[src/rtl/fila_pedidos.sv]
// fila_pedidos: order FIFO and dispatcher feeding the coffee-machine FSM
// Ports: clk/rst (async active-high); order_valid/order_id/order_ready push side;
// machine_state observed FSM state; start request to FSM; busy/busy_id active order;
// done/done_id completion pulse; pending queued orders; fault sticky error.
module fila_pedidos #(
  parameter int DEPTH   = 4,
  parameter int ID_W    = 4,
  parameter int TIMEOUT = 64
) (
  input  logic                     clk,
  input  logic                     rst,
  input  logic                     order_valid,
  input  logic [ID_W-1:0]          order_id,
  output logic                     order_ready,
  input  logic [3:0]               machine_state,
  output logic                     start,
  output logic                     busy,
  output logic [ID_W-1:0]          busy_id,
  output logic                     done,
  output logic [ID_W-1:0]          done_id,
  output logic [$clog2(DEPTH):0]   pending,
  output logic                     fault
);
  localparam int AW = $clog2(DEPTH);
  localparam int SW = $clog2(TIMEOUT + 1);
  localparam logic [1:0] D_IDLE  = 2'd0;
  localparam logic [1:0] D_START = 2'd1;
  localparam logic [1:0] D_RUN   = 2'd2;
  localparam logic [1:0] D_FAULT = 2'd3;
  logic [ID_W-1:0] r_mem [DEPTH];
  logic [AW-1:0]   r_wr, r_rd;
  logic [AW:0]     r_cnt;
  logic [1:0]      r_st;
  logic [3:0]      r_prev;
  logic [SW-1:0]   r_stall;
  logic            r_start, r_busy, r_done, r_fault;
  logic [ID_W-1:0] r_busy_id, r_done_id;
  logic w_push, w_pop, w_active, w_same, w_illegal, w_early, w_fin, w_fault;
  assign order_ready = (r_cnt != (AW+1)'(DEPTH)) && !r_fault;
  assign w_push      = order_valid && order_ready;
  assign w_pop       = (r_st == D_IDLE) && (r_cnt != '0) && (machine_state == 4'd1);
  assign w_active    = (r_st == D_START) || (r_st == D_RUN);
  assign w_same      = machine_state == r_prev;
  assign w_illegal   = (machine_state == 4'd0) || (machine_state > 4'd9);
  // only 9 -> 1 is a legitimate return to IDLE once the brew is running
  assign w_early     = (r_st == D_RUN) && (machine_state == 4'd1) && (r_prev != 4'd9);
  assign w_fin       = (r_st == D_RUN) && (machine_state == 4'd1) && (r_prev == 4'd9);
  // r_stall counts edges the state was seen unchanged; this edge would make it TIMEOUT
  assign w_fault     = w_active && (w_illegal || w_early || (w_same && r_stall == SW'(TIMEOUT - 1)));
  assign start   = r_start;
  assign busy    = r_busy;
  assign busy_id = r_busy_id;
  assign done    = r_done;
  assign done_id = r_done_id;
  assign pending = r_cnt;
  assign fault   = r_fault;
  always_ff @(posedge clk) begin
    if (w_push) r_mem[r_wr] <= order_id;
  end
  always_ff @(posedge clk or posedge rst) begin
    if (rst) begin
      r_wr      <= '0;
      r_rd      <= '0;
      r_cnt     <= '0;
      r_st      <= D_IDLE;
      r_prev    <= '0;
      r_stall   <= '0;
      r_start   <= 1'b0;
      r_busy    <= 1'b0;
      r_busy_id <= '0;
      r_done    <= 1'b0;
      r_done_id <= '0;
      r_fault   <= 1'b0;
    end else begin
      r_wr    <= r_wr + AW'(w_push);
      r_rd    <= r_rd + AW'(w_pop);
      r_cnt   <= r_cnt + (AW+1)'(w_push) - (AW+1)'(w_pop);
      r_prev  <= machine_state;
      r_stall <= (w_active && w_same) ? r_stall + SW'(1) : '0;
      r_done  <= 1'b0;
      if (w_fault) begin
        r_st    <= D_FAULT;
        r_fault <= 1'b1;
        r_start <= 1'b0;
      end else if (w_pop) begin
        r_st      <= D_START;
        r_start   <= 1'b1;
        r_busy    <= 1'b1;
        r_busy_id <= r_mem[r_rd];
      end else if (r_st == D_START && machine_state == 4'd2) begin
        r_st    <= D_RUN;
        r_start <= 1'b0;
      end else if (w_fin) begin
        r_st      <= D_IDLE;
        r_busy    <= 1'b0;
        r_done    <= 1'b1;
        r_done_id <= r_busy_id;
      end
    end
  end
endmodule

[config.mk]
export PLATFORM = sky130hd
export DESIGN_NAME = fila_pedidos
export DESIGN_NICKNAME = d
export VERILOG_FILES = /design/src/rtl/fila_pedidos.sv
export SDC_FILE = /design/constraint.sdc
export NUM_CORES = 1
export LEC_CHECK = 0
export ABC_AREA = 0
export CAP_MARGIN = 20
export CORE_AREA = 10 10 101 103
export CTS_CLUSTER_SIZE = 10
export DETAILED_ROUTE_END_ITERATION = 8
export DIE_AREA = 0 0 111 113
export HOLD_SLACK_MARGIN = 0.12
export PLACE_DENSITY = 0.47
export SYNTH_ARGS = -nofsm -noshare
export SYNTH_HDL_FRONTEND = slang
export SYNTH_SLANG_ARGS = --single-unit
[constraint.sdc]
create_clock -name clk -period 5.1 [get_ports clk]
set_clock_uncertainty 0.15 [all_clocks]
set_input_delay 1.02 -clock clk [delete_from_list [all_inputs] [get_ports clk]]
set_output_delay 1.02 -clock clk [all_outputs]
set_load 0.03 [all_outputs]
# After elaboration in Yosys (flattened, before gate mapping)
# Memory sizes are Yosys's and may differ from the RTL's. A register that Yosys moved wholly into a read port is not among the register bits.
# Cells that the tools add are included.
word_totals:
  regBits: 28
  ramBits: 16
  in_bits: 11
  out_inout_bits: 16
  elab_cells: 73
  mem_count: 1
op_classes:
  n_addsub: 5
  magnitude_cmp: 1
  n_eq_ne: 10
  muxes: 17
  bitwise: 3
  n_reduce_logical: 25
memory_table:
  columns: ["memory", "words", "word_bits", "rd", "rd_clocked_by_memory_dff", "wr", "line", "rtl"]
  rows:
  - ["r_mem", 4, 4, 1, 1, 1, "30", "logic [ID_W-1:0] r_mem [DEPTH];"]
op_table:
  columns: ["op", "count"]
  rows:
  - ["$mux W1", 12]
  - ["$logic_and A1 B1 Y1", 11]
  - ["$mux W2", 4]
  - ["$add A7 B1 Y7 const B", 1]
  - ["$eq A7 B6 Y1 const B", 1]
  - ["$mux W7", 1]
  - ["$reduce_bool A3 Y1", 2]
  - ["$add A2 B1 Y2", 2]
  - ["$eq A4 B1 Y1 const B", 1]
  - ["$eq A4 B2 Y1 const B", 1]
  - ["$eq A4 B4 Y1", 1]
  - ["$eq A4 B4 Y1 const B", 1]
  - ["$gt A4 B4 Y1 const B", 1]
  - ["$logic_not A4 Y1", 1]
  - ["$logic_or A1 B1 Y1", 4]
  - ["$ne A4 B4 Y1 const B", 1]
  - ["$reduce_and A4 Y1", 1]
  - ["$reduce_bool A4 Y1", 1]
  - ["$add A3 B1 Y3", 1]
  - ["$ne A3 B3 Y1 const B", 1]
  - ["$not A1 Y1", 3]
  - ["$reduce_and A3 Y1", 1]
  - ["$sub A3 B1 Y3", 1]
  - ["$eq A2 B1 Y1 const B", 1]
  - ["other kinds (6)", 6]

# Logic depth before layout (Yosys ltp)
depth:
  depth_word: 8
  mapped_depth: 12
  depth_no_buf: 12

# Worst setup path before layout
# OpenSTA, ideal clock, no wires.
synth_path:
  kind: "register to register"
  from: "reg r_cnt[1], in the netlist pending[1]"
  to: "reg r_cnt[2], in the netlist pending[2]"
  setup_ns: 0.137
  arrival_ns: 2.603
  required_ns: 4.813
  setup_slack_ns: 2.210
  stages_incl_launch_ff: 11
  period_less_slack_ns: 2.890
  cell_sequence: "dfrtp_1 > nor2_1 > a21oi_1 > nand2_1 > ha_1 > inv_1 > ha_1 > inv_1 > fa_1 > xnor2_1 > xnor2_1"
synth_via:
  elab_chain_len: 5
  word_cells_on_any_way: 8
  cone_classes: "add/sub (2); eq/ne (1); reduce/logical (5)"
synth_rtl:
  columns: ["element", "line", "rtl"]
  rows:
  - ["from (decl)", "32", "logic [AW:0] r_cnt;"]
  - ["from (signal assigned)", "77", "r_cnt <= r_cnt + (AW+1)'(w_push) - (AW+1)'(w_pop);"]
  - ["$ne A3 B3 Y1", "39", "assign order_ready = (r_cnt != (AW+1)'(DEPTH)) && !r_fault;"]
  - ["$logic_and A1 B1 Y1", "39", null]
  - ["net order_ready", "14", "output logic order_ready,"]
  - ["$logic_and A1 B1 Y1", "40", "assign w_push = order_valid && order_ready;"]
  - ["$add A3 B1 Y3", "77", null]
  - ["$sub A3 B1 Y3", "77", null]
# The timed path passes the listed nets, and every way through them passes these cells.
# A chain may end at the register's enable or synchronous reset.

# Final worst setup path
layout_path:
  from: "in machine_state[1]"
  to: "reg r_cnt[2], in the netlist pending[2]"
layout_via:
  elab_chain_len: 3
layout_rtl:
  columns: ["element", "line", "rtl"]
  rows:
  - ["from (decl)", "15", "input logic [3:0] machine_state,"]
  - ["$eq A4 B1 Y1", "41", "assign w_pop = (r_st == D_IDLE) && (r_cnt != '0) && (machine_state == 4'd1);"]
  - ["$logic_and A1 B1 Y1", "41", null]
  - ["net w_pop", "38", "logic w_push, w_pop, w_active, w_same, w_illegal, w_early, w_fin, w_fault;"]
  - ["$sub A3 B1 Y3", "77", null]
# The timed path passes the listed nets, and every way through them passes these cells.

==> impl_metrics.yaml <==
finish:
  areaGrowthSynthToFinish_pct: 24.7
  mostFrequentLayoutCells: "dfrtp_1 (32), clkdlybuf4s50_1 (26), edfxtp_1 (16), inv_1 (10)"
  layout.cells.most_common: "dfrtp_1"
  final_util_pct: 31.0
  nNetsFinal: 193
  diodes: 0
  ff_latch_area_sq_um: 1280
  fillers: 829
  multi_input_area_sq_um: 691
  drive_gt1_share_pct: 14.9
synth:
  ys_async_sr_fraction_pct: 66.7
  ys_warn_count: 0
  syn_inst: 141
  synthDistinctLibCells: 32
  syn_area_per_cell_sq_um: 14.4
  seq_area_frac_synth_pct: 63.3
  synth_edf_count: 16
  ys_seq_elements: 48
  synth_fp_nets: 161
  synthesis.area_sq_um: 2020
  synthFlopType: "dfrtp_1"
worst_hold_path:
  holdPathEnd: "r_stall[0]$_DFF_PP0_"
  hold_class: "reg -> reg"
  hold_depth: 1
  hp-start: "r_stall[0]$_DFF_PP0_"
clocking:
  clockRootBuffer: "clkbuf_8"
  cts_setup_buffers: 0
  clkTransAtPathRegs_ps: 100
  cts_buffer_depth: 2
  clock_latency_ps: 300
  cts.htree.levels: 2
  numClockSinks: 48
  hold_buffers: 0
  cts_resized: 0
  cts_tree: "done"
  cts_buffers: 5
route:
  first_pass_iters: 3
  drc: 0
  routed_wl_um: 3690
  antenna_left: 0
  wl_per_cell_um: 13.2
  num_vias: 1128
  drt_iter0_drc: 24
  avgViaCountPerCell: 4.04
grt:
  grt_pass1_wl_um: 6260
  grt_pass1_vias: 1204
  grt_max_degree: 28
  grt_use_total_pct: 6.18
  overflow: 0
  antenna_found_initial: 0
pwr:
  powerDensity_nw_per_um2: 403
  p_switching_w: 0.000304
  design_power_total_w: 0.00102
  p_leak_nw: 1.05
  p_seq_share_pct: 49.3
  internal_power_w: 0.000713
  clkPwrFrac_pct: 27.1
  comb_power_share_pct: 23.6
  sw_frac_of_total_pct: 29.9
  vdd_drop_max_v: 0.000129
timing:
  clock.fmax_mhz: 307
  min_period_ps: 3260
  slew_viol_final: 0
  setup_viol: 0
  rsz0062_at_grt: "no"
  fin_hold_ws_ps: 308
  fin_setup_tns_ps: 0
  max_slew_margin_pct: 53.0
  worst_pin_slew_ps: 700
  hold_viol_final: 0
  setup_slack_ps: 1840
  min_period_over_period_pct: 63.9
die:
  die_h_um: 113
  core_region_area_sq_um: 8130
  die_width_um: 111
  num_io_pins: 27
  die_area_sq_um: 12500
  rows: 33
  initial_core_util_pct: 24.9
critical_path:
  crit_start: "machine_state[1]"
  arrival_ps: 3330
  cpMostUsedCell: "inv_1"
  worstRegToRegCells: 10
  r2r_slack_ps: 2630
  crit_path_start_kind: "primary input"
  critPathCaptureType: "flip-flop"
  setup.worst_path.class: "in -> reg"
  crit_path_max_fanout: 6
  crit_slowest_cell: "clkdlybuf4s50_1"
  crit_required_ps: 5170
  path_cells: "clkdlybuf4s50_1, nor4b_2, nand2_1, inv_1, ha_1, inv_1, ha_1, inv_1, fa_1, xnor2_1, xnor2_1"
  critPathMaxStageDelay_ps: 530
  r2r_end: "pending[2]$_DFF_PP0_"
  reg2reg_from: "pending[1]$_DFF_PP0_"
placed_design:
  port_buffers: 26
  globalplace.congestion: 0.732
  post-place-ws_ps: 1510
  dpl.hpwl_um: 2790
outcome:
  status: "finished, final reports clean"
job:
  cap_violations: 0
-- power groups by stage --
stage	Sequential (W)	Combinational, W	Clock [W]
after floorplan	0.000548	0.000104	0
after global placement	0.000515	0.000243	0
after detailed placement	0.000513	0.000244	0
after CTS	0.000505	0.000245	0.000291
after global routing	0.000512	0.000265	0.000301
final	0.000502	0.000240	0.000276
-- metrics by stage --
step	instances	cell area [sq um]
2_1_floorplan	141	2020
5_1_grt	279	2520
3_5_place_dp	271	2410
4_1_cts	279	2520
3_3_place_gp	271	2410
6_report	279	2520
-- per-layer routing --
layer	track usage, %	wire, um	vias to the layer above
met1	7.21	1730	544
met5	0	0	-
li1	-	-	565
met2	10.0	1750	17
met3	2.43	179	2
met4	2.34	23	0
-- final cells by class --
cell class	count	area share (%)
Inverter	10	1.49
Timing Repair Buffer	27	10.6
Clock buffer	5	2.73
Tap cell	105	5.20
Sequential cell	48	50.7
Multi-Input combinational cell	81	27.4
Clock inverter	3	1.88
-- critical path, delay by kind of cell --
kind / cells / cell delay, ps
fa+ha+maj: 3 / 730
buf+inv: 4 / 770
simple gates: 2 / 490
xor+xnor: 2 / 310
-- worst max-delay path by stage --
stage / endpoint / slack [ps] / cells past startpoint
2_1_floorplan: pending[2]$_DFF_PP0_ / 2210 / 10
3_3_place_gp: pending[2]$_DFF_PP0_ / 1550 / 11
3_5_place_dp: pending[2]$_DFF_PP0_ / 1510 / 11
4_1_cts: pending[2]$_DFF_PP0_ / 1840 / 11
5_1_grt: pending[2]$_DFF_PP0_ / 1610 / 11
6_report: pending[2]$_DFF_PP0_ / 1840 / 11
-- cell families after synthesis --
group	count (synthesis)	share of synthesized area (%)
AO/OA/AOI/OAI	12	3.77
XOR/XNOR	12	5.19
adder cells (fa/ha/maj)	9	5.93
buffers and inverters	12	2.60
flip-flops	48	63.3
multiplexers	12	9.64
AND/OR/NAND/NOR	36	9.58
-- flip-flops by register name, indices dropped and copies added (netlist names) --
signal / count
r_rd: 2
busy: 1
start: 1
r_st: 2
pending: 3
busy_id: 4
done: 1
r_mem: 16
r_wr: 2
r_prev: 4
r_stall: 7
done_id: 4
fault: 1
-- cell usage after synthesis (2+ instances only) --
cell type  count  area [sq um]
dfrtp_1       32           801
edfxtp_1      16           480
inv_1         10          37.5
ha_1           8           100
nor2_1         8          30.0
xnor2_1        8          70.1
nand2_1        7          26.3
nand3_1        5          25.0
mux2_2         4          45.0
mux2_4         4          60.1
mux4_2         4          90.1
nor3_1         4          20.0
o21ai_0        4          20.0
xor2_1         4          35.0
a21oi_1        3          15.0
and3_1         2          12.5
nor3b_1        2          15.0
or3_1          2          12.5
Note: power is estimated with default switching activity, not from simulation.
